==> src/rtl/adsr_voice_alloc_if.sv <==
`default_nettype none
// ---------------------------------------------------------------------------
// adsr_voice_alloc_if : note-on request handshake and voice grant report
// Rev 1.0
// ---------------------------------------------------------------------------
interface adsr_voice_alloc_if #(
  parameter int FCW_W = 32,
  parameter int ID_W  = 2
);
  logic             req_valid;
  logic             req_ready;
  logic [FCW_W-1:0] req_fcw;
  logic             grant_valid;
  logic [ID_W-1:0]  grant_id;
  logic             grant_stolen;

  modport master (
    output req_valid, req_fcw,
    input  req_ready, grant_valid, grant_id, grant_stolen
  );

  modport slave (
    input  req_valid, req_fcw,
    output req_ready, grant_valid, grant_id, grant_stolen
  );
endinterface
`default_nettype wire

==> src/rtl/adsr_voice_alloc.sv <==
`default_nettype none
// ---------------------------------------------------------------------------
// adsr_voice_alloc : shares N_VOICE ADSR/DDS voices, free-first then oldest steal
// Rev 1.0
// ---------------------------------------------------------------------------
module adsr_voice_alloc #(
  parameter int N_VOICE = 4,
  parameter int FCW_W   = 32,
  parameter int AGE_W   = 16
) (
  input  wire logic                          clk,
  input  wire logic                          reset,
  adsr_voice_alloc_if.slave                  bus,
  input  wire logic [N_VOICE-1:0]            i_voice_idle,
  output logic      [N_VOICE-1:0]            o_voice_start,
  output logic      [N_VOICE*FCW_W-1:0]      o_voice_fcw,
  output logic      [$clog2(N_VOICE):0]      o_active_cnt
);

  localparam int ID_W  = $clog2(N_VOICE);
  localparam int CNT_W = ID_W + 1;

  localparam logic [1:0] S_IDLE   = 2'd0;
  localparam logic [1:0] S_SELECT = 2'd1;
  localparam logic [1:0] S_ISSUE  = 2'd2;

  logic [1:0]         r_state;
  logic [1:0]         w_state_nxt;
  logic [FCW_W-1:0]   r_fcw_req;
  logic [ID_W-1:0]    r_sel;
  logic               r_stolen;
  logic [ID_W-1:0]    w_sel;
  logic               w_stolen;
  logic [AGE_W-1:0]   w_best_age;
  logic [N_VOICE-1:0] r_pending;
  logic [N_VOICE-1:0] w_free;
  logic [N_VOICE-1:0] w_start;
  logic [N_VOICE-1:0] w_busy;
  logic [CNT_W-1:0]   w_cnt;
  logic               w_accept;
  logic               w_issue;
  logic [AGE_W-1:0]   r_age       [N_VOICE];
  logic [FCW_W-1:0]   r_voice_fcw [N_VOICE];

  assign w_accept = bus.req_valid && (r_state == S_IDLE);

  // State register
  always_ff @(posedge clk or posedge reset) begin
    if (reset) begin
      r_state <= S_IDLE;
    end else begin
      r_state <= w_state_nxt;
    end
  end

  // Next-state logic
  always_comb begin
    w_state_nxt = r_state;
    case (r_state)
      S_IDLE:   if (w_accept) w_state_nxt = S_SELECT;
      S_SELECT: w_state_nxt = S_ISSUE;
      S_ISSUE:  w_state_nxt = S_IDLE;
      default:  w_state_nxt = S_IDLE;
    endcase
  end

  // Outputs decoded purely from registered state and selection
  always_comb begin
    w_issue          = (r_state == S_ISSUE);
    w_start          = '0;
    if (w_issue) w_start[r_sel] = 1'b1;
    bus.req_ready    = (r_state == S_IDLE);
    bus.grant_valid  = w_issue;
    bus.grant_id     = w_issue ? r_sel : '0;
    bus.grant_stolen = w_issue & r_stolen;
  end

  assign o_voice_start = w_start;

  // Lowest free voice wins; with none free, the oldest (lowest index on tie) is stolen
  always_comb begin
    w_free     = i_voice_idle & ~r_pending;
    w_sel      = '0;
    w_stolen   = 1'b1;
    w_best_age = r_age[0];
    for (int v = N_VOICE - 1; v >= 0; v--) begin
      if (w_free[v]) begin
        w_sel    = ID_W'(v);
        w_stolen = 1'b0;
      end
    end
    if (w_stolen) begin
      for (int v = 1; v < N_VOICE; v++) begin
        if (r_age[v] > w_best_age) begin
          w_best_age = r_age[v];
          w_sel      = ID_W'(v);
        end
      end
    end
  end

  always_ff @(posedge clk or posedge reset) begin
    if (reset) begin
      r_fcw_req <= '0;
      r_sel     <= '0;
      r_stolen  <= 1'b0;
    end else begin
      if (w_accept) r_fcw_req <= bus.req_fcw;
      if (r_state == S_SELECT) begin
        r_sel    <= w_sel;
        r_stolen <= w_stolen;
      end
    end
  end

  // Pending bridges the cycle before adsr_idle drops after a start
  always_ff @(posedge clk or posedge reset) begin
    if (reset) begin
      r_pending <= '0;
      for (int v = 0; v < N_VOICE; v++) begin
        r_age[v]       <= '1;
        r_voice_fcw[v] <= '0;
      end
    end else begin
      for (int v = 0; v < N_VOICE; v++) begin
        if (w_start[v]) begin
          r_pending[v]   <= 1'b1;
          r_age[v]       <= '0;
          r_voice_fcw[v] <= r_fcw_req;
        end else begin
          if (r_pending[v] && !i_voice_idle[v]) r_pending[v] <= 1'b0;
          if (r_age[v] != '1) r_age[v] <= r_age[v] + AGE_W'(1);
        end
      end
    end
  end

  for (genvar v = 0; v < N_VOICE; v++) begin : g_fcw_flat
    assign o_voice_fcw[v*FCW_W +: FCW_W] = r_voice_fcw[v];
  end

  assign w_busy = ~i_voice_idle | r_pending;

  always_comb begin
    w_cnt = '0;
    for (int v = 0; v < N_VOICE; v++) begin
      w_cnt = w_cnt + CNT_W'(w_busy[v]);
    end
  end

  assign o_active_cnt = w_cnt;

endmodule
`default_nettype wire

==> src/flat_wrapper.sv <==
// flat-port wrapper written by rule: the top's interface ports become plain ports
module adsr_voice_alloc_flat 
#(
  parameter int N_VOICE = 4,
  parameter int FCW_W   = 32,
  parameter int AGE_W   = 16
)
  (clk, reset, i_voice_idle, o_voice_start, o_voice_fcw, o_active_cnt, bus_req_valid, bus_req_fcw, bus_req_ready, bus_grant_valid, bus_grant_id, bus_grant_stolen);
  adsr_voice_alloc_if #(.FCW_W(FCW_W)) bus_i ();
  input  wire logic clk;
  input  wire logic reset;
  input  wire logic [N_VOICE-1:0] i_voice_idle;
  output logic      [N_VOICE-1:0] o_voice_start;
  output logic      [N_VOICE*FCW_W-1:0] o_voice_fcw;
  output logic      [$clog2(N_VOICE):0] o_active_cnt;
  input wire logic [$bits(bus_i.req_valid)-1:0] bus_req_valid;
  input wire logic [$bits(bus_i.req_fcw)-1:0] bus_req_fcw;
  output wire logic [$bits(bus_i.req_ready)-1:0] bus_req_ready;
  output wire logic [$bits(bus_i.grant_valid)-1:0] bus_grant_valid;
  output wire logic [$bits(bus_i.grant_id)-1:0] bus_grant_id;
  output wire logic [$bits(bus_i.grant_stolen)-1:0] bus_grant_stolen;
  assign bus_i.req_valid = bus_req_valid;
  assign bus_i.req_fcw = bus_req_fcw;
  assign bus_req_ready = bus_i.req_ready;
  assign bus_grant_valid = bus_i.grant_valid;
  assign bus_grant_id = bus_i.grant_id;
  assign bus_grant_stolen = bus_i.grant_stolen;
  adsr_voice_alloc #(.N_VOICE(N_VOICE), .FCW_W(FCW_W), .AGE_W(AGE_W)) u_core (.clk(clk), .reset(reset), .bus(bus_i), .i_voice_idle(i_voice_idle), .o_voice_start(o_voice_start), .o_voice_fcw(o_voice_fcw), .o_active_cnt(o_active_cnt));
endmodule
==> config.mk <==
export PLATFORM = sky130hd
export DESIGN_NAME = adsr_voice_alloc_flat
export DESIGN_NICKNAME = d
export VERILOG_FILES = /design/src/rtl/adsr_voice_alloc_if.sv /design/src/rtl/adsr_voice_alloc.sv /design/src/flat_wrapper.sv
export SDC_FILE = /design/constraint.sdc
export NUM_CORES = 1
export LEC_CHECK = 0
export BUFFER_PORTS_ARGS = -buffer_cell sky130_fd_sc_hd__buf_2
export CAP_MARGIN = 30
export CORE_MARGIN = 4
export CORE_UTILIZATION = 51
export CTS_CLUSTER_DIAMETER = 30
export DETAILED_ROUTE_END_ITERATION = 6
export PLACE_DENSITY_LB_ADDON = 0.15
export SYNTH_ARGS = -nofsm -noshare
export SYNTH_HDL_FRONTEND = slang
export SYNTH_SLANG_ARGS = --single-unit
==> constraint.sdc <==
create_clock -name clk -period 16 [get_ports clk]
set_input_delay 1.6 -clock clk [delete_from_list [all_inputs] [get_ports clk]]
set_output_delay 1.6 -clock clk [all_outputs]
set_load 0.02 [all_outputs]
### Word level (Yosys, flattened, before mapping)

Index checks and enable logic that the tools add are counted.

* bits in registers: 233
* word-level logic and storage cells: 97

* add/sub/neg operators: 7
* order comparisons: 5
* equality and inequality tests: 7
* mux-type cells: 38
* bitwise operators: 5
* reduce and logical (&&, ||, !) cells: 19

Operators with widths (count)
* 2-to-1 mux 16 bit: 12
* adder 16 x 1 -> 16 bit (second input constant): 4
* != test 16 bit (second input constant): 4
* > comparator 16 bit: 3
* 2-to-1 mux 2 bit: 10
* nonzero test 2 bit: 8
* 2-to-1 mux 1 bit: 13
* NOT 4 bit: 2
* adder 3 x 1 -> 3 bit: 2
* logical AND 1 bit: 6
* AND 4 bit: 1
* zero test 1 bit: 4
* 2-to-1 mux 4 bit: 1
* OR 4 bit: 1
* case mux 2 bit (2 select lines): 1
* less-than comparator 2 x 3 -> 1 bit (second input constant): 1
* adder 1 x 1 -> 2 bit: 1
* demux 1 bit (select 2 bit): 1
* == test 2 x 1 -> 1 bit (second input constant): 1
* == test 2 bit (second input constant): 1
* >= comparator 2 x 1 -> 1 bit (second input constant): 1
* zero test 2 bit: 1
* != test 2 x 1 -> 1 bit (second input constant): 1
* AND 1 bit: 1

### Depth between registers and ports, before layout

* word-level depth: 13
* gate-level depth with buffers: 23
* gate-level depth less buffers: 20

### Worst setup path after synthesis

No wires, ideal clock.

* path kind: register to register
* start: register u_core.r_age[51] in the netlist's numbering
* end: register u_core.r_sel[0]
* library setup time: 82 ps
* data arrival time: 5169 ps
* data required time: 15918 ps
* slack: 10749 ps
* cell stages (with the launch flop): 22
* path buffers: 4
* clock period less this slack: 5251 ps
* path through: dfstp_2 > clkbuf_1 > inv_1 > ha_1 > a21oi_1 > a2111o_1 > a31oi_4 > buf_12 > mux2i_1 > ha_1 > a21oi_1 > nand2_1 > a221o_1 > o31a_1 > buf_6 > buf_6 > mux2_2 > ha_1 > nand4_1 > or3_1 > o221a_2 > a31oi_1

* longest elaborated chain between the ends: 9
* elaborated cells on any way between the ends: 11

Ends and longest elaborated chain
* start: declaration: line adsr_voice_alloc.sv:42 `logic [AGE_W-1:0] r_age [N_VOICE];`
* start signal: indexed assignment: line adsr_voice_alloc.sv:121 `r_age[v] <= '1;`
* start signal: indexed assignment: line adsr_voice_alloc.sv:128 `r_age[v] <= '0;`
* > comparator 16 bit: line adsr_voice_alloc.sv:94 `if (r_age[v] > w_best_age) begin`
* 2-to-1 mux 16 bit: line adsr_voice_alloc.sv:94
* 2-to-1 mux 16 bit: line adsr_voice_alloc.sv:92 `if (w_stolen) begin`
* > comparator 16 bit: line adsr_voice_alloc.sv:94
* 2-to-1 mux 16 bit: line adsr_voice_alloc.sv:94
* 2-to-1 mux 16 bit: line adsr_voice_alloc.sv:92
* > comparator 16 bit: line adsr_voice_alloc.sv:94
* 2-to-1 mux 2 bit (*): line adsr_voice_alloc.sv:94
* 2-to-1 mux 2 bit (*): line adsr_voice_alloc.sv:92
* end signal: assignment: line adsr_voice_alloc.sv:110 `r_sel <= w_sel;`
* end: declaration: line adsr_voice_alloc.sv:30 `logic [ID_W-1:0] r_sel;`

Mark *: on every way between the ends. The rest lies on a longest branch, timed or not. The select of a mux whose other input is x is not followed.
A chain may end at the register's enable or synchronous reset.

### Worst setup path after layout

* start: register u_core.r_age[63] in the netlist's numbering
* end: register u_core.r_sel[0]

The elaborated chain is that of the path after synthesis.

==> results summary <==
The area of the die is around 24000 um2. In this run the critical register-to-register path is captured at u_core.r_sel[0]$_DFFE_PP0N_. In this run the remaining antenna-violating nets after routing total 0.

Across the run, the number of max-cap violations was 0. The critical path is of the reg -> reg type. The worst hold path terminates at u_core.r_pending[0]$_DFFE_PP0P_. The number of placement rows is 53. The sequential fraction of the synthesis area is 0.532. The via count of the first global-routing pass came out at 8679. The cts-stage hold buffer count is 0. The proportion of layout cells with a drive suffix above 1 came out at 0.399. The multi-input combinational cells in the finished layout cover a total of 4880 um2. The worst path in the final design needs a cycle of 6.04 ns, including I/O delays and setup. After detailed routing, the number of remaining DRC violations is 0. The initial antenna violation count is 1. The height of the die came out at 156 um.

Based on the critical path, the design can be clocked at up to 166 MHz. The final wirelength is 27900 um. The placed instances occupy a cell area of 12300 um2. The final hold slack came out at roughly 0.46 ns.

The worst register-to-register path has a depth of 18. The buffers inserted during post-CTS setup optimization is 0. The analysis attributes to cell leakage a power of between 6 and 7 nW.

The final-layout fill cell count is 1656. The largest vdd supply drop came out at 0.000139 V. The worst max-slew margin expressed relative to the limit came out at 0.370. The startpoint kind of the worst setup timing path is a flip-flop.

Counting flops with an async set or reset pin after synthesis yields a share of 1.00. between 150 and 200 I/O pins were placed. The H-tree was split into 2 levels. The final weighted congestion in routability-driven placement is 0.898. The number of hold violations in the final report came out at 0. The detailed router put a total of 12000 um of wire on met1. The largest total area in the synthesized netlist belongs to sky130_fd_sc_hd__dfrtp_1. The number of synthesized flops with an enable pin came out at 0.

By area the synthesized netlist is led by sky130_fd_sc_hd__dfrtp_1 (38%), sky130_fd_sc_hd__dfstp_2 (15%), sky130_fd_sc_hd__mux2_2 (15%). The worst hold path belongs to the class reg -> reg. The final worst-path cycle share is 0.378.

The max-slew violation count is 0. The synthesized netlist net count is between 1000 and 1500. After clock tree synthesis, the clock-pin slew on the worst setup and hold paths is 0.06 ns.

The first global-routing pass estimated ~46000 um of wire. The area inside the core boundary is 21200 um2. The Yosys step of the flow raised 0 warnings.

The portion of synthesized cell area occupied by the leading cell type is 0.381. For this block, the via count after detailed routing is 8063. Counting distinct cell types in the post-synthesis netlist gives 50. Buffers inserted during clock tree synthesis total 46. The area growth from synthesis to final layout came out at 23.7%. At the later pin of the worst-skew pair, clock insertion delay measures 0.54 ns. The final design instance area without fill is roughly 14000 um2. In this run the register-to-register setup slack is about 10 ns. The effective utilization at floorplan is 0.523. The commonest cells after synthesis are sky130_fd_sc_hd__dfrtp_1 (169), sky130_fd_sc_hd__mux2_2 (145), sky130_fd_sc_hd__nand2_1 (130). The cell depth of the worst min-delay path came out at 1.

Among all flip-flop cells after synthesis, the most frequent one is sky130_fd_sc_hd__dfrtp_1. In this run the top signal layer used is met5. Along the worst path, the maximum fanout reaches 18. Averaged over all synthesized cells, the footprint is between 10 and 15 um2.

The start point of the worst hold path is u_core.r_pending[0]$_DFFE_PP0P_. The wire length on met2 came out at 13200 um. The setup TNS came out at 0 ns.

The total of flip-flops plus latches after synthesis is 233. For this run, the slowest stage of the critical path takes 0.70 ns. The flow ran to the end, and the final reports show no timing, DRC or antenna violations. The sum of net half-perimeters after detailed placement came out at ~19000 um.

Among all stages on the critical path, the largest delay is contributed by sky130_fd_sc_hd__o31a_1. The footprint of the flip-flops and latches is approximately 5900 um2. The worst register-to-register path begins at u_core.r_age[63]$_DFFE_PP1P_.

The arrival time of data at the critical path endpoint came out at 6.46 ns. At the pin with the least slew margin, the transition time is 0.944 ns. The number of port buffers is 178.

The CTS tree is yes. Walking the worst path, the cells encountered are inv_1 -> ha_1 -> nand4_2 -> a2111o_1 -> a31oi_4 -> mux2i_1 -> ha_1 -> nand4_1 -> nor4_1 -> a21boi_0 -> o31a_1 -> mux2_2 -> ha_1 -> nand4_1 -> nor4_1 -> or3_1 -> o221a_2 -> a31oi_1. Counting stages on the worst path, the most repeated cell is sky130_fd_sc_hd__ha_1. Summed over all nets, wire length on met3 after detailed routing comes to 1950 um. The number of iterations in the first detailed-routing pass came out at 5. The maximum buffer depth of the clock tree came out at 3. The areal power density over the cells came out at 219 nW/um2. The completed layout was analyzed and its total power is 3.01 mW. The dominant cell by count in the synthesized netlist is sky130_fd_sc_hd__dfrtp_1. For this run the aggregate overflow at the end of global routing stands at 0.

Post-CTS repair changed the size of 0 cells. The number of standard cells after synthesis came out at 972. CTS placed an instance of sky130_fd_sc_hd__clkbuf_16 at the clock tree root. Setup repair after global routing left no endpoint under its margin. The final number of setup-violating endpoints is 0.

The worst-case clock skew came out at roughly 0.018 ns. The nature of the critical path endpoint is a flip-flop. The DRC marker count from the first detailed-route iteration is 403. The overall track demand over capacity in global routing is 0.236. The number of diodes added for antenna fixing is 0. The die is between 150 and 200 um wide. The detail-routed via count per cell is 5.44.

In this run the cell area of the synthesized design comes to 11100 um2. The final-stage net count is 1265. The routed wirelength normalized by instance count came out at ~19 um. Entering global routing, the biggest net connects 104 pins. The clock sink total came out at 233. The required time of the critical path came out at ~16 ns.
==> routing by layer <==
| layer | vias up | global-route usage |
|---|---|---|
| li1 | 3803 | - |
| met1 | 3994 | 0.301 |
| met2 | 206 | 0.385 |
| met3 | 58 | 0.0777 |
| met4 | 2 | 0.0767 |
| met5 | - | 0 |
==> power breakdown <==
part           internal (mW)  total, mW  switching, mW
Sequential             0.823      0.979          0.156
Clock                  0.578      0.901          0.324
Combinational          0.481       1.13          0.645
==> worst max-delay path: cells and delay by family, from the launching register on <==
kind	cells	cell delay (ns)
adder cells (fa/ha/maj)	3	1.00
buffers and inverters	1	0.07
multiplexers	2	0.66
AO/OA/AOI/OAI	6	2.28
AND/OR/NAND/NOR	6	1.37
flip-flops	1	0.55
==> cell families (layout without fill, tap and decap cells) <==
logic type / count (synthesis) / in the layout / synth area share
multiplexers: 164 / 164 / 0.164
XOR/XNOR: 38 / 38 / 0.0300
AO/OA/AOI/OAI: 84 / 84 / 0.0482
AND/OR/NAND/NOR: 319 / 319 / 0.132
buffers and inverters: 79 / 314 / 0.0304
adder cells (fa/ha/maj): 55 / 55 / 0.0626
flip-flops: 233 / 233 / 0.532
==> layout by cell type, fill, tap and decap left out, drive strengths merged, types with 3 or more instances in the layout <==
cell | netlist | routed
nor2 | 68 | 68
mux2i | 19 | 19
and2 | 7 | 7
xor2 | 5 | 5
a21oi | 32 | 32
nand4 | 24 | 24
nand3 | 23 | 23
dfrtp | 169 | 169
xnor2 | 33 | 33
nor3 | 21 | 21
clkinvlp | 0 | 8
nor2b | 10 | 10
dfstp | 64 | 64
nand2 | 130 | 130
a211oi | 8 | 8
nor4 | 9 | 9
a31oi | 6 | 6
clkinv | 0 | 13
ha | 54 | 54
clkbuf | 19 | 57
and3 | 3 | 3
a21o | 5 | 5
o21ai | 16 | 16
nand2b | 5 | 5
and4 | 6 | 6
o211ai | 4 | 4
mux2 | 145 | 145
buf | 15 | 185
inv | 45 | 50
or3 | 10 | 10
==> sequential cells by signal (all words and copies together) (netlist names) <==
signal              cells
u_core.r_age           64
u_core.r_state          2
u_core.r_pending        4
u_core.r_sel            2
u_core.r_stolen         1
u_core.o_voice_fcw    128
u_core.r_fcw_req       32
==> worst max-delay path by stage <==
stage,start,to,cells past startpoint
detailed placement,u_core.r_age[63]$_DFFE_PP1P_,u_core.r_sel[0]$_DFFE_PP0N_,18
global placement,u_core.r_age[63]$_DFFE_PP1P_,u_core.r_sel[0]$_DFFE_PP0N_,18
CTS,u_core.r_age[63]$_DFFE_PP1P_,u_core.r_sel[0]$_DFFE_PP0N_,18
finish,u_core.r_age[63]$_DFFE_PP1P_,u_core.r_sel[0]$_DFFE_PP0N_,18
floorplan,reset,u_core.o_voice_fcw[0]$_DFFE_PP0P_,1
global route,u_core.r_age[63]$_DFFE_PP1P_,u_core.r_sel[0]$_DFFE_PP0N_,18
==> final cells by class <==
class / count / share of cell area
flip-flops and latches: 233 / 0.430
multi-input cells: 660 / 0.355
clock buffers: 57 / 0.0912
repair buffers: 185 / 0.0687
well taps: 275 / 0.0250
clock inverters: 27 / 0.0169
inverters: 45 / 0.0128
==> metrics by stage <==
stage | utilization | setup slack, ns | instances
2_1_floorplan | - | 8.12 | 972
4_1_cts | 0.648 | 9.96 | 1482
3_5_place_dp | 0.577 | 9.92 | 1398
5_1_grt | 0.648 | 9.56 | 1482
3_3_place_gp | 0.577 | 10.12 | 1398
6_report | 0.648 | 9.96 | 1482
Note: power is estimated with default switching activity, not from simulation.
